<file path="config.mk">
export PLATFORM = sky130hd
export DESIGN_NAME = i2s_master_tx_flat
export DESIGN_NICKNAME = d
export VERILOG_FILES = /design/src/rtl/audio_pkg.sv /design/src/rtl/i2s_master_tx_if.sv /design/src/rtl/i2s_clk_gen.sv /design/src/rtl/i2s_master_tx.sv /design/src/flat_wrapper.sv
export SDC_FILE = /design/constraint.sdc
export NUM_CORES = 1
export LEC_CHECK = 0
export CORE_UTILIZATION = 44
export DETAILED_ROUTE_END_ITERATION = 10
export PLACE_DENSITY = 0.63
export SYNTH_ARGS = -nofsm -noshare
export SYNTH_HDL_FRONTEND = slang
export SYNTH_SLANG_ARGS = --single-unit
</file>
<file path="constraint.sdc">
create_clock -name iCLK_50 -period 6.05 [get_ports iCLK_50]
set_clock_uncertainty 0.1 [all_clocks]
set_input_delay 1.21 -clock iCLK_50 [delete_from_list [all_inputs] [get_ports iCLK_50]]
set_output_delay 1.21 -clock iCLK_50 [all_outputs]
set_load 0.01 [all_outputs]
</file>
<file path="src/rtl/audio_pkg.sv">
// ============================================================================
// Module   : audio_pkg
// Brief    : Shared audio types, FSM state encoding and default constants
//            for the I2S transmit path.
// Revision : 1.0
// ============================================================================
`default_nettype none

package audio_pkg;

    localparam int AUDIO_WS_DFLT = 16;  // sample width
    localparam int SLOT_WS_DFLT  = 16;  // BCLKs per channel slot
    localparam int BCLK_DIV_DFLT = 16;  // system clocks per BCLK half-period

    typedef logic signed [AUDIO_WS_DFLT-1:0] audio_t;

    typedef struct packed {
        audio_t l;
        audio_t r;
    } stereo_t;

    typedef enum logic [1:0] {
        IDLE  = 2'd0,
        RUN   = 2'd1,
        DRAIN = 2'd2
    } i2s_state_t;

endpackage

`default_nettype wire

</file>
<file path="src/rtl/i2s_master_tx_if.sv">
// ============================================================================
// Module   : i2s_master_tx_if
// Brief    : Valid/ready sample bus between the DSP output and the I2S
//            transmitter. master = sample source, slave = transmitter.
// Revision : 1.0
// ============================================================================
`default_nettype none

interface i2s_master_tx_if #(
    parameter int AUDIO_WS = audio_pkg::AUDIO_WS_DFLT
) ();
    import audio_pkg::*;

    logic                       iValid;
    logic                       oReady;
    logic signed [AUDIO_WS-1:0] iL;
    logic signed [AUDIO_WS-1:0] iR;

    modport master (output iValid, output iL, output iR, input  oReady);
    modport slave  (input  iValid, input  iL, input  iR, output oReady);

endinterface

`default_nettype wire

</file>
<file path="src/rtl/i2s_clk_gen.sv">
// ============================================================================
// Module   : i2s_clk_gen
// Brief    : Bit-clock divider for an I2S master. Produces BCLK, a one-cycle
//            strobe marking the cycle whose clock edge drives BCLK low, and
//            the frame bit counter that advances on every BCLK falling edge.
// Revision : 1.0
// ============================================================================
`default_nettype none

module i2s_clk_gen #(
    parameter  int SLOT_WS  = audio_pkg::SLOT_WS_DFLT,
    parameter  int BCLK_DIV = audio_pkg::BCLK_DIV_DFLT,
    localparam int CNT_W    = $clog2(2*SLOT_WS),
    localparam int DIV_W    = $clog2(BCLK_DIV)
) (
    input  wire logic             clk,
    input  wire logic             rst_n,
    input  wire logic             run,
    output logic                  bclk,
    output logic                  fall,
    output logic [CNT_W-1:0]      bit_cnt
);
    import audio_pkg::*;

    localparam logic [DIV_W-1:0] c_div_last = DIV_W'(BCLK_DIV-1);
    localparam logic [CNT_W-1:0] c_cnt_last = CNT_W'(2*SLOT_WS-1);

    logic [DIV_W-1:0] r_div;
    logic             w_term;

    assign w_term = (r_div == c_div_last);
    // Fall is asserted in the cycle whose closing edge takes BCLK from 1 to 0
    assign fall   = run && w_term && bclk;

    // Divider, BCLK toggle and bit counter; everything held cleared while stopped
    always_ff @(posedge clk or negedge rst_n) begin
        if (!rst_n) begin
            r_div   <= '0;
            bclk    <= 1'b0;
            bit_cnt <= '0;
        end else if (!run) begin
            r_div   <= '0;
            bclk    <= 1'b0;
            bit_cnt <= '0;
        end else if (w_term) begin
            r_div <= '0;
            bclk  <= ~bclk;
            if (bclk) begin
                bit_cnt <= (bit_cnt == c_cnt_last) ? '0 : bit_cnt + CNT_W'(1);
            end
        end else begin
            r_div <= r_div + DIV_W'(1);
        end
    end

endmodule

`default_nettype wire

</file>
<file path="src/rtl/i2s_master_tx.sv">
// ============================================================================
// Module   : i2s_master_tx
// Brief    : I2S bus-master transmitter for a slave-mode DAC. Generates
//            BCLK/LRCK from the system clock and serialises stereo frames
//            taken from a one-deep holding register fed by valid/ready.
//            Build option I2S_UNDERRUN_REPEAT_EN: on underrun, resend the
//            last transmitted frame instead of silence.
// Revision : 1.0
// ============================================================================
`default_nettype none

module i2s_master_tx #(
    parameter int AUDIO_WS = audio_pkg::AUDIO_WS_DFLT,
    parameter int SLOT_WS  = audio_pkg::SLOT_WS_DFLT,
    parameter int BCLK_DIV = audio_pkg::BCLK_DIV_DFLT
) (
    input  wire logic           iCLK_50,
    input  wire logic           iRST_N,
    input  wire logic           iEnable,
    i2s_master_tx_if.slave      bus,
    output logic                oBCLK,
    output logic                oLRCK,
    output logic                oDAT,
    output logic                oFrameStart,
    output logic                oUnderrun
);
    import audio_pkg::*;

    localparam int               FRAME_W    = 2*SLOT_WS;
    localparam int               CNT_W      = $clog2(FRAME_W);
    localparam logic [CNT_W-1:0] c_cnt_last = CNT_W'(FRAME_W-1);
    localparam logic [CNT_W-1:0] c_cnt_slot = CNT_W'(SLOT_WS);

    i2s_state_t                 r_state;
    logic                       r_lrck;
    logic                       r_dat;
    logic [FRAME_W-1:0]         r_shift;
    logic                       r_frame_start;
    logic                       r_underrun;
    logic                       r_full;
    logic                       r_ready;
    logic signed [AUDIO_WS-1:0] r_hold_l;
    logic signed [AUDIO_WS-1:0] r_hold_r;
`ifdef I2S_UNDERRUN_REPEAT_EN
    logic [FRAME_W-1:0]         r_last;
`endif

    logic                       w_run;
    logic                       w_fall;
    logic [CNT_W-1:0]           w_bit_cnt;
    logic                       w_last;
    logic [CNT_W-1:0]           w_cnt_next;
    logic                       w_load;
    logic                       w_stop;
    logic                       w_accept;
    logic [FRAME_W-1:0]         w_frame_hold;
    logic [FRAME_W-1:0]         w_payload;

    assign w_run = (r_state != IDLE);

    i2s_clk_gen #(
        .SLOT_WS  (SLOT_WS),
        .BCLK_DIV (BCLK_DIV)
    ) u_clk_gen (
        .clk     (iCLK_50),
        .rst_n   (iRST_N),
        .run     (w_run),
        .bclk    (oBCLK),
        .fall    (w_fall),
        .bit_cnt (w_bit_cnt)
    );

    assign w_last     = (w_bit_cnt == c_cnt_last);
    assign w_cnt_next = w_last ? '0 : w_bit_cnt + CNT_W'(1);
    // Load on the falling edge that moves the bit counter from 0 to 1
    assign w_load     = w_fall && (w_bit_cnt == '0);
    // Drain ends on the falling edge where the bit counter wraps
    assign w_stop     = w_fall && w_last && (r_state == DRAIN) && !iEnable;
    assign w_accept   = bus.iValid && r_ready;

    // Left/right samples placed MSB-first at the top of each slot, zero-padded below
    always_comb begin
        w_frame_hold = '0;
        w_frame_hold[FRAME_W-1 -: AUDIO_WS] = r_hold_l;
        w_frame_hold[SLOT_WS-1 -: AUDIO_WS] = r_hold_r;
    end

`ifdef I2S_UNDERRUN_REPEAT_EN
    assign w_payload = r_full ? w_frame_hold : r_last;
`else
    assign w_payload = r_full ? w_frame_hold : '0;
`endif

    // Holding register and registered ready; accept and load may coincide
    always_ff @(posedge iCLK_50 or negedge iRST_N) begin
        if (!iRST_N) begin
            r_full   <= 1'b0;
            r_ready  <= 1'b0;
            r_hold_l <= '0;
            r_hold_r <= '0;
`ifdef I2S_UNDERRUN_REPEAT_EN
            r_last   <= '0;
`endif
        end else begin
            if (w_accept) begin
                r_hold_l <= bus.iL;
                r_hold_r <= bus.iR;
                r_full   <= 1'b1;
            end else if (w_load) begin
                r_full   <= 1'b0;
            end
            // Ready drops at once on accept but returns one cycle after a load
            r_ready <= !r_full && !w_accept;
`ifdef I2S_UNDERRUN_REPEAT_EN
            if (w_load) begin
                r_last <= w_payload;
            end
`endif
        end
    end

    // Transmit FSM with serialiser; LRCK/DAT only change on BCLK falling edges
    always_ff @(posedge iCLK_50 or negedge iRST_N) begin
        if (!iRST_N) begin
            r_state       <= IDLE;
            r_lrck        <= 1'b1;
            r_dat         <= 1'b0;
            r_shift       <= '0;
            r_frame_start <= 1'b0;
            r_underrun    <= 1'b0;
        end else begin
            r_frame_start <= 1'b0;
            r_underrun    <= 1'b0;
            case (r_state)
                IDLE:    if (iEnable)  r_state <= RUN;
                RUN:     if (!iEnable) r_state <= DRAIN;
                DRAIN:   if (iEnable)  r_state <= RUN;
                default: r_state <= IDLE;
            endcase
            if (w_stop) begin
                r_state <= IDLE;
                r_lrck  <= 1'b1;
                r_dat   <= 1'b0;
                r_shift <= '0;
            end else if (w_fall) begin
                r_lrck <= (w_cnt_next >= c_cnt_slot);
                if (w_load) begin
                    r_shift       <= w_payload << 1;
                    r_dat         <= w_payload[FRAME_W-1];
                    r_frame_start <= 1'b1;
                    r_underrun    <= !r_full;
                end else begin
                    r_dat   <= r_shift[FRAME_W-1];
                    r_shift <= r_shift << 1;
                end
            end
        end
    end

    assign bus.oReady  = r_ready;
    assign oLRCK       = r_lrck;
    assign oDAT        = r_dat;
    assign oFrameStart = r_frame_start;
    assign oUnderrun   = r_underrun;

endmodule

`default_nettype wire

</file>
<file path="src/flat_wrapper.sv">
// flat-port wrapper written by rule: the top's interface ports become plain ports
module i2s_master_tx_flat import audio_pkg::*;
#(
    parameter int AUDIO_WS = audio_pkg::AUDIO_WS_DFLT,
    parameter int SLOT_WS  = audio_pkg::SLOT_WS_DFLT,
    parameter int BCLK_DIV = audio_pkg::BCLK_DIV_DFLT
)
  (iCLK_50, iRST_N, iEnable, oBCLK, oLRCK, oDAT, oFrameStart, oUnderrun, bus_iValid, bus_iL, bus_iR, bus_oReady);
  i2s_master_tx_if #(.AUDIO_WS(AUDIO_WS)) bus_i ();
  input  wire logic iCLK_50;
  input  wire logic iRST_N;
  input  wire logic iEnable;
  output logic oBCLK;
  output logic oLRCK;
  output logic oDAT;
  output logic oFrameStart;
  output logic oUnderrun;
  input wire logic [$bits(bus_i.iValid)-1:0] bus_iValid;
  input wire logic [$bits(bus_i.iL)-1:0] bus_iL;
  input wire logic [$bits(bus_i.iR)-1:0] bus_iR;
  output wire logic [$bits(bus_i.oReady)-1:0] bus_oReady;
  assign bus_i.iValid = bus_iValid;
  assign bus_i.iL = bus_iL;
  assign bus_i.iR = bus_iR;
  assign bus_oReady = bus_i.oReady;
  i2s_master_tx #(.AUDIO_WS(AUDIO_WS), .SLOT_WS(SLOT_WS), .BCLK_DIV(BCLK_DIV)) u_core (.iCLK_50(iCLK_50), .iRST_N(iRST_N), .iEnable(iEnable), .bus(bus_i), .oBCLK(oBCLK), .oLRCK(oLRCK), .oDAT(oDAT), .oFrameStart(oFrameStart), .oUnderrun(oUnderrun));
endmodule
</file>
==> flow_summary.ini <==
[placement]
gp_congestion = 0.755
dp_hpwl_mm = 4.05
dpl_worst_slack_ns = 2.77
placedCellCount = 414
port_buffers = 41

[timing]
setup_viol = 0
setup-tns-final_ns = 0
period_minus_slack_ns = 2.91
fin_ws_ns = 3.14
fmax_mhz = 344
timing_hold_violations_final = 0
maxSlewHeadroom = 0.310
drv_slew = 0
tightest_slew_ns = 1.03
hold-worst-slack_ns = 0.395
grt_setup_unrepaired = false
fin_crit_sh = 0.480

[worst_setup_path]
path_cells = clkdlybuf4s50_1 -> and4bb_4 -> or3_2 -> o2bb2ai_1
crit_required_ns = 6.21
critPathMaxStageDelay_ns = 0.81
critPathKind = in2reg
critPathSlowestCell = or3_2
startpoint_type = primary input
cp-end-kind = flip-flop
critPathArrivalTime_ns = 3.07
crit_path_max_fanout = 31

[logic_synthesis]
yosysWarnings = 0
synth_seq_cells = 81
synth_top_area_share = 0.515
synth_top_cell_by_area = dfrtp_1
synth_edf_count = 0
syn_area_per_cell_um2 = 13.7
synthArstFlopShare = 1.00
ys_seq_area_frac = 0.522
netlist_area_um2 = 3890
synth_ff_type = dfrtp_1
syn_nets = 324
ys_top_cells_by_area = dfrtp_1, o2bb2ai_2, mux2_2, mux2i_1, and2_1
synth.distinct_cells = 40
synth_cells = 284

[global_routing]
grt.total_usage = 0.165
first_global_vias = 2382
grt_overflow_total = 0
antenna_found_initial = 0
grt_max_degree = 82
grt_pass1_wl_mm = 11.5

[floorplan]
chipWidth_um = 96.0
dieArea_um2 = 9220
rows = 33
initial_utilization = 0.464
die_h_um = 96.0
core_um2 = 8380
io_pins = 42

[power_and_ir_drop]
power.share.clock = 0.330
swShare = 0.241
pwr-share-comb = 0.166
p_switching_w = 0.000313
cellPowerDensity_nw_per_um2 = 286
p_leak_nw = 1.96
p_int_w = 0.000984
power_frac_seq = 0.504
vdd_drop_max_mv = 0.137

[drt]
wirelength_mm = 6.70
first_iter_violations = 59
vias = 2303
vias_per_cell = 5.37
drc = 0
wl_per_cell_um = 15.6
postRouteAntennaNets = 0
drt-pass1-iter-count = 4

[cts]
post-cts-setup-buffer-count = 0
postCtsHoldBufs = 0
numCtsBuffers = 9
insertion_delay_ns = 0.34
ctsLongestPathBuffers = 2
cts_tree = yes
cts_resized = 0
cts.sinks = 81
clk_pin_slew_worst_paths_ns = 0.08
h-tree-depth = 3
cts_root_buffer = clkbuf_8

[final_layout]
fin_nets = 360
final_cell_mix = dfrtp_1, clkdlybuf4s50_1, mux2_2, and2_1, mux2i_1
stdcell_count = 429
post-route-util = 0.541
drive_gt1_frac = 0.265
diodes = 0
syn_to_final_growth_pct = 16.6
layout_commonest_cell = dfrtp_1

[job]
max_cap_violations = 0

[outcome]
status = finished, final reports clean

[hold_path]
hold_path.class = reg2reg
## worst max-delay path: cells and delay by family
kind	cells	cell delay (ns)
compound gates	1	0.28
simple gates	2	1.06
buf+inv	1	0.49
## cell usage after synthesis (2+ instances only)
cell / count
or3_1: 2
a21oi_1: 9
nor4b_2: 2
nand3_1: 2
ha_1: 4
buf_4: 2
nand2_1: 7
mux2i_1: 31
o2bb2ai_2: 30
dfrtp_1: 80
clkbuf_1: 3
buf_12: 3
inv_1: 4
nor2b_1: 2
and2_1: 31
nor2_1: 5
mux2_2: 32
o21ai_0: 5
buf_2: 9
## through the flow
step                power, W  instance area (um^2)
global placement    0.000878                  4320
finish               0.00130                  4530
floorplan           0.000814                  3890
CTS                  0.00132                  4530
global route         0.00137                  4530
detailed placement  0.000885                  4320
## power by group through the flow
stage                     Clock, W  Sequential [W]  Combinational, W
final                     0.000429        0.000654          0.000215
after global routing      0.000466        0.000664          0.000241
after CTS                 0.000444        0.000654          0.000221
after detailed placement         0        0.000665          0.000219
after global placement           0        0.000663          0.000216
after floorplan                  0        0.000647          0.000167
## worst paths after layout
check / from / cells after the start / slack (ns) / to
worst max-delay path: iEnable / 4 / 3.14 / u_core.r_shift[11]
max in group asynchronous: iRST_N / 1 / 4.25 / u_core.r_hold_r[9]
min in group asynchronous: iRST_N / 1 / 0.95 / u_core.r_hold_l[2]
worst max register to register: u_core.u_clk_gen.bit_cnt[0] / 6 / 3.38 / u_core.r_shift[11]
worst min register to register: u_core.u_clk_gen.r_div[0] / 1 / 0.40 / u_core.u_clk_gen.r_div[0]
worst min-delay path: u_core.u_clk_gen.r_div[0] / 1 / 0.40 / u_core.u_clk_gen.r_div[0]
## sequential cells by signal, indices dropped and copies added (netlist names)
name                      flops
u_core.bus.oReady             1
u_core.oDAT                   1
u_core.oFrameStart            1
u_core.oLRCK                  1
u_core.oUnderrun              1
u_core.r_full                 1
u_core.r_hold_l              16
u_core.r_hold_r              16
u_core.r_shift               31
u_core.r_state                2
u_core.u_clk_gen.bclk         1
u_core.u_clk_gen.bit_cnt      5
u_core.u_clk_gen.r_div        4
## final cells by class
class | count | area [um^2]
clock buffers | 12 | 145
clock inverters | 3 | 65.1
fillers | 740 | 3850
inverters | 4 | 15.0
multi-input cells | 180 | 1720
flip-flops and latches | 81 | 2030
well taps | 105 | 131
repair buffers | 44 | 430
## routing by layer
layer  global-route usage  part of all wire  up-vias
met5                    0                 0        -
met2                0.258              0.48       30
met1                0.225              0.48     1169
li1                     -                 -     1098
met4               0.0485             0.010        0
met3               0.0450             0.029        6
## cells by family (layout without fill, tap and decap cells)
logic type | after synthesis | in the layout | share of synthesized area
adders and majority gates | 4 | 4 | 0.0129
muxes | 63 | 63 | 0.173
DFF | 81 | 81 | 0.522
and+or+nand+nor | 60 | 60 | 0.0985
xor gates and xnor gates | 2 | 2 | 0.00451
AOI/OAI and AO/OA | 51 | 51 | 0.148
buffers and inverters | 23 | 63 | 0.0415
No activity file was read; power rests on OpenSTA's default activity.
